**src/rtl/legv8_instruction_encoder.sv**
```systemverilog
// Purpose : packs LEGv8 mnemonic + operand fields into 32-bit words and queues them in a DEPTH-entry FIFO.
// Latency : 1 cycle from request acceptance to instr_valid when empty; no combinational bypass.
// Backpress: req_ready = !full (from count only); pop on instr_valid & instr_ready; optional macro LEGV8_ENC_RANGE_CHECK_EN.
module legv8_instruction_encoder #(
    parameter int DEPTH = 4,
    parameter int PTR_W = 2
) (
    input  logic        clock,
    input  logic        reset,
    input  logic        req_valid,
    output logic        req_ready,
    input  logic [4:0]  req_op,
    input  logic [4:0]  req_rd,
    input  logic [4:0]  req_rn,
    input  logic [4:0]  req_rm,
    input  logic [5:0]  req_shamt,
    input  logic [1:0]  req_hw,
    input  logic [25:0] req_imm,
    output logic        instr_valid,
    input  logic        instr_ready,
    output logic [31:0] instruction,
    output logic        err,
    output logic [7:0]  err_count
);

    typedef enum logic [3:0] {
        FMT_R, FMT_SHIFT, FMT_BR, FMT_I, FMT_D, FMT_IW,
        FMT_CB, FMT_BCOND, FMT_B, FMT_ILL
    } fmt_t;

    localparam logic [PTR_W:0] FULL_CNT = (PTR_W+1)'(DEPTH);

    fmt_t         w_fmt;
    logic [10:0]  w_opc;       // opcode, right-justified
    logic [31:0]  w_word;
    logic         w_range_ok;
    logic         w_reject;
    logic         w_accept;
    logic         w_push;
    logic         w_pop;
    logic         w_full;

    logic [31:0]      r_mem [DEPTH];
    logic [PTR_W-1:0] r_wr_ptr;
    logic [PTR_W-1:0] r_rd_ptr;
    logic [PTR_W:0]   r_count;
    logic             r_err;
    logic [7:0]       r_err_count;

    // Decode the mnemonic selector into an opcode and field layout.
    always_comb begin
        w_fmt = FMT_ILL;
        w_opc = 11'd0;
        case (req_op)
            5'd0:  begin w_fmt = FMT_R;     w_opc = 11'b10001011000; end
            5'd1:  begin w_fmt = FMT_R;     w_opc = 11'b11001011000; end
            5'd2:  begin w_fmt = FMT_I;     w_opc = 11'b01001000100; end
            5'd3:  begin w_fmt = FMT_I;     w_opc = 11'b01101000100; end
            5'd4:  begin w_fmt = FMT_R;     w_opc = 11'b10101011000; end
            5'd5:  begin w_fmt = FMT_R;     w_opc = 11'b11101011000; end
            5'd6:  begin w_fmt = FMT_I;     w_opc = 11'b01011000100; end
            5'd7:  begin w_fmt = FMT_I;     w_opc = 11'b01111000100; end
            5'd8:  begin w_fmt = FMT_D;     w_opc = 11'b11111000000; end
            5'd9:  begin w_fmt = FMT_D;     w_opc = 11'b11111000010; end
            5'd10: begin w_fmt = FMT_IW;    w_opc = 11'b00110100101; end
            5'd11: begin w_fmt = FMT_IW;    w_opc = 11'b00111100101; end
            5'd12: begin w_fmt = FMT_R;     w_opc = 11'b10001010000; end
            5'd13: begin w_fmt = FMT_R;     w_opc = 11'b10101010000; end
            5'd14: begin w_fmt = FMT_R;     w_opc = 11'b11001010000; end
            5'd15: begin w_fmt = FMT_I;     w_opc = 11'b01001001000; end
            5'd16: begin w_fmt = FMT_I;     w_opc = 11'b01011001000; end
            5'd17: begin w_fmt = FMT_I;     w_opc = 11'b01101001000; end
            5'd18: begin w_fmt = FMT_R;     w_opc = 11'b11101010000; end
            5'd19: begin w_fmt = FMT_I;     w_opc = 11'b01111001000; end
            5'd20: begin w_fmt = FMT_SHIFT; w_opc = 11'b11010011010; end
            5'd21: begin w_fmt = FMT_SHIFT; w_opc = 11'b11010011011; end
            5'd22: begin w_fmt = FMT_CB;    w_opc = 11'b00010110100; end
            5'd23: begin w_fmt = FMT_CB;    w_opc = 11'b00010110101; end
            5'd24: begin w_fmt = FMT_BCOND; w_opc = 11'b00001010100; end
            5'd25: begin w_fmt = FMT_B;     w_opc = 11'b00000000101; end
            5'd26: begin w_fmt = FMT_BR;    w_opc = 11'b11010110000; end
            5'd27: begin w_fmt = FMT_B;     w_opc = 11'b00000100101; end
            default: begin w_fmt = FMT_ILL; w_opc = 11'd0; end
        endcase
    end

    // Pack operand fields per format; immediates are truncated to field width.
    always_comb begin
        w_word = 32'd0;
        case (w_fmt)
            FMT_R:     w_word = {w_opc, req_rm, req_shamt, req_rn, req_rd};
            FMT_SHIFT: w_word = {w_opc, 5'd0, req_shamt, req_rn, req_rd};
            FMT_BR:    w_word = {w_opc, 5'b11111, 6'd0, req_rn, 5'd0};
            FMT_I:     w_word = {w_opc[9:0], req_imm[11:0], req_rn, req_rd};
            FMT_D:     w_word = {w_opc, req_imm[8:0], 2'b00, req_rn, req_rd};
            FMT_IW:    w_word = {w_opc[8:0], req_hw, req_imm[15:0], req_rd};
            FMT_CB:    w_word = {w_opc[7:0], req_imm[18:0], req_rd};
            FMT_BCOND: w_word = {w_opc[7:0], req_imm[18:0], 1'b0, req_rd[3:0]};
            FMT_B:     w_word = {w_opc[5:0], req_imm};
            default:   w_word = 32'd0;
        endcase
    end

`ifdef LEGV8_ENC_RANGE_CHECK_EN
    // Reject immediates that do not fit their field (signed for D/CB, unsigned for I/IW).
    always_comb begin
        w_range_ok = 1'b1;
        case (w_fmt)
            FMT_I:              w_range_ok = (req_imm[25:12] == 14'd0);
            FMT_IW:             w_range_ok = (req_imm[25:16] == 10'd0);
            FMT_D:              w_range_ok = (&req_imm[25:8]) | ~(|req_imm[25:8]);
            FMT_CB, FMT_BCOND:  w_range_ok = (&req_imm[25:18]) | ~(|req_imm[25:18]);
            default:            w_range_ok = 1'b1;
        endcase
    end
`else
    assign w_range_ok = 1'b1;
`endif

    assign w_full      = (r_count == FULL_CNT);
    assign req_ready   = ~w_full;
    assign w_accept    = req_valid & req_ready;
    assign w_reject    = (w_fmt == FMT_ILL) | ~w_range_ok;
    assign w_push      = w_accept & ~w_reject;
    assign instr_valid = (r_count != '0);
    assign w_pop       = instr_valid & instr_ready;
    assign instruction = instr_valid ? r_mem[r_rd_ptr] : 32'd0;
    assign err         = r_err;
    assign err_count   = r_err_count;

    // Storage array: written at the tail on push; contents are don't-care after reset.
    always_ff @(posedge clock) begin
        if (w_push) begin
            r_mem[r_wr_ptr] <= w_word;
        end
    end

    // Pointer and occupancy bookkeeping; push and pop together leave count unchanged.
    always_ff @(posedge clock or negedge reset) begin
        if (!reset) begin
            r_wr_ptr <= '0;
            r_rd_ptr <= '0;
            r_count  <= '0;
        end else begin
            if (w_push) r_wr_ptr <= r_wr_ptr + PTR_W'(1);
            if (w_pop)  r_rd_ptr <= r_rd_ptr + PTR_W'(1);
            case ({w_push, w_pop})
                2'b10:   r_count <= r_count + (PTR_W+1)'(1);
                2'b01:   r_count <= r_count - (PTR_W+1)'(1);
                default: r_count <= r_count;
            endcase
        end
    end

    // Error pulse one cycle after a rejected acceptance, with a saturating tally.
    always_ff @(posedge clock or negedge reset) begin
        if (!reset) begin
            r_err       <= 1'b0;
            r_err_count <= 8'd0;
        end else begin
            r_err <= w_accept & w_reject;
            if (w_accept && w_reject && (r_err_count != 8'hFF)) begin
                r_err_count <= r_err_count + 8'd1;
            end
        end
    end

endmodule

```
**config.mk**
```make
export PLATFORM = sky130hd
export DESIGN_NAME = legv8_instruction_encoder
export DESIGN_NICKNAME = d
export VERILOG_FILES = /design/src/rtl/legv8_instruction_encoder.sv
export SDC_FILE = /design/constraint.sdc
export NUM_CORES = 1
export LEC_CHECK = 0
export CAP_MARGIN = 20
export CORE_UTILIZATION = 44
export DETAILED_ROUTE_END_ITERATION = 7
export GPL_TIMING_DRIVEN = 0
export PLACE_DENSITY = 0.65
export SLEW_MARGIN = 40
export SYNTH_ARGS = -nofsm -noshare
export SYNTH_HDL_FRONTEND = slang
export SYNTH_SLANG_ARGS = --single-unit
```
**constraint.sdc**
```tcl
create_clock -name clock -period 6.2 [get_ports clock]
set_input_delay 0.93 -clock clock [delete_from_list [all_inputs] [get_ports clock]]
set_output_delay 0.93 -clock clock [all_outputs]
set_load 0.01 [all_outputs]
```
==> results by group <==
Hold path
  – Min-delay worst type: in -> async

STA
  – RSZ-0062 raised after global routing: false
  – Final worst path period share: 76.4%
  – Relative slew slack: 50.5%
  – Fmax: 211 MHz
  – Pins Over Slew Limit: 0
  – Final hold viol count: 0
  – Setup TNS: 0 ns
  – Layout Skew: 0.00696 ns
  – Final setup margin: 1.46 ns
  – Final setup violation count: 0
  – Slew @ Worst Pin: 0.743 ns
  – Final min period: 4.74 ns

Final layout
  – Most frequent cells in the layout: edfxtp_1 (128), clkdlybuf4s50_1 (99), and2_1 (42)
  – Ratio of cells with drive above 1 in the final layout: 14.6%
  – Fin nets: 719
  – Area grow syn2layout: 25.8%
  – Fin util: 57.6%
  – Commonest non-fill, non-tap cell in the layout: edfxtp_1
  – Number of diodes: 0

Route
  – Routed vias: 5183
  – DR DRC count: 0
  – Initial DRC count: 342
  – DRT Pass-1 Iters: 5
  – DR vias/cell: 5.94
  – Wirelength per Cell: 21.8 µm
  – Final ANT Viol Nets: 0
  – Drt total wl: 19000 µm

Clock tree
  – Post-CTS Setup Bufs: 0
  – Clk slew on worst S/H paths: 0.06 ns
  – Root Buffer: clkbuf_16
  – CTS resizes: 0
  – Clk sinks: 144
  – Clock Path Buffers: 2
  – Hold Buf Count CTS: 0
  – H-tree levels: 4
  – Number of buffers created by CTS: 17
  – CTS tree: done
  – Worst-Skew Late Latency: 0.42 ns

Global routing
  – First-pass GRT wire length: 29800 µm
  – Largest net degree at the start of global routing: 33
  – Grt ovf: 0
  – Vias in the first global route: 5157
  – Antenna violations before repair: 0
  – Tot GR Track Use: 23.0%

Pwr
  – Worst IR Drop VDD: 218 µV
  – Total power: 3.92 mW
  – Leakage: 3.22 nW
  – PD cells: 423 mW/mm²

Setup path
  – Worst path arrival time: 5.08 ns
  – Max FO, Critical Path: 10
  – Worst path required time: 6.54 ns
  – Critical Path Source Type: input port
  – Crit end category: register
  – CP Class: in -> reg

Floorplan
  – Starting Density: 45.8%
  – Top-Level Pins: 101
  – Core Box Area: 0.0161 mm²
  – Full die area: 0.0173 mm²
  – Rows: 46
  – Die X: 131 µm
  – Die Span Y: 131 µm

Synth
  – Register area share after synthesis: 57.5%
  – Synthesized area: 0.00738 mm²
  – Top_reg_cell synth: edfxtp_1
  – Synth Warn #: 0
  – Post-synth EDFFs: 128
  – Synth Area per Inst: 14.1 µm²
  – Net count after synthesis: 600
  – Synth async-reset ratio: 11.1%
  – Syn Inst Count: 524
  – Yosys reg bits: 144
  – Synth cell types: 73

Place
  – DP HPWL: 13600 µm
  – Setup WS pre-CTS: 1.05 ns
  – Port-buffer cells: 100
  – GP Congestion: 0.927

Run status
  – Status: completed

Job
  – Max-cap violations: 0
[power by group]
group / switching (mW) / internal (mW) / total, mW
sequential: 0.0602 / 1.31 / 1.37
combinational: 0.713 / 0.760 / 1.47
clock: 0.398 / 0.677 / 1.08
[layer usage]
metal | routed length (µm) | GRT usage, % | share of wire, % | up-vias
met5 | 0 | 0 | 0 | -
met4 | 424 | 9.11 | 2.2 | 0
met3 | 999 | 3.13 | 5.3 | 32
met2 | 9350 | 37.0 | 49 | 212
met1 | 8210 | 31.5 | 43 | 2600
li1 | - | - | - | 2339
[Yosys cell counts (3+ instances only)]
cell	count	area, µm²
xnor2_1	9	78.8
a31oi_1	3	18.8
buf_2	10	50.1
nand2_1	16	60.1
nor3_1	8	40.0
o221ai_1	5	43.8
o211ai_1	8	60.1
and3_1	5	31.3
a221oi_1	3	26.3
o2111ai_1	10	87.6
dfrtp_1	16	400
inv_1	20	75.1
mux4_2	32	721
nand4_1	3	18.8
and2_1	46	288
o22ai_1	4	25.0
a22oi_1	10	75.1
a221o_1	8	80.1
mux2i_1	7	70.1
ha_1	17	213
a22o_1	8	70.1
nor2_1	8	30.0
nand3b_1	4	30.0
a21oi_1	5	25.0
edfxtp_1	128	3840
o21ai_0	10	50.1
nor2b_1	8	50.1
nand2b_1	5	31.3
xor2_1	3	26.3
a2bb2oi_1	3	26.3
clkbuf_1	16	60.1
nand3_1	28	140
buf_1	6	22.5
[flip-flops by register name, summed over array words and instances, names as in the netlist]
name       flops
r_mem        128
err_count      8
r_count        3
r_rd_ptr       2
r_wr_ptr       2
err            1
[layout make-up]
class / instances / area, µm²
clock buffer: 20 / 437
timing repair buffer: 100 / 996
sequential: 144 / 4240
tap: 216 / 270
inverter: 20 / 75.1
multi-input combinational: 328 / 2940
clock inverter: 12 / 180
fill: 1327 / 6840
buffer: 32 / 136
[per-stage QoR]
stage	cell area, µm²	hold WS (ns)	cells
floorplan	7380	0.448	524
global placement	8650	0.467	840
detailed placement	8660	0.480	840
CTS	9280	0.492	872
global route	9280	0.451	872
finish	9280	0.424	872
[critical path: stages]
cell and delay (ns):
clkdlybuf4s50_1 0.74, inv_1 0.24, ha_1 0.35, nor4bb_1 0.20, or4_1 0.52, buf_2 0.19, a211oi_4 0.47, a21oi_2 0.26
inv_1 0.12, ha_1 0.19, inv_1 0.06, fa_1 0.38, xor2_1 0.15, nor2_1 0.11, xor2_1 0.15
[final timing paths]
check	from	to	slack, ns	depth (start not counted)
worst max-delay path	req_op[0]	r_count[2]$_DFFE_PN0P_	1.46	15
worst min-delay path	reset	r_count[0]$_DFFE_PN0P_	0.42	1
worst max register to register	r_count[1]$_DFFE_PN0P_	r_count[2]$_DFFE_PN0P_	3.76	10
worst min register to register	r_count[2]$_DFFE_PN0P_	r_count[2]$_DFFE_PN0P_	0.48	1
max in group asynchronous	reset	err_count[2]$_DFFE_PN0P_	5.50	1
min in group clock	r_count[2]$_DFFE_PN0P_	r_count[2]$_DFFE_PN0P_	0.48	1
[logic make-up after synthesis]
family	synth area share (%)
multiplexers	11.3
flip-flops	57.5
AND/OR/NAND/NOR	11.6
XOR/XNOR	1.43
adder cells (fa/ha/maj)	3.16
buffers and inverters	2.82
AO/OA/AOI/OAI	12.1
Note: power is estimated with default switching activity, not from simulation.
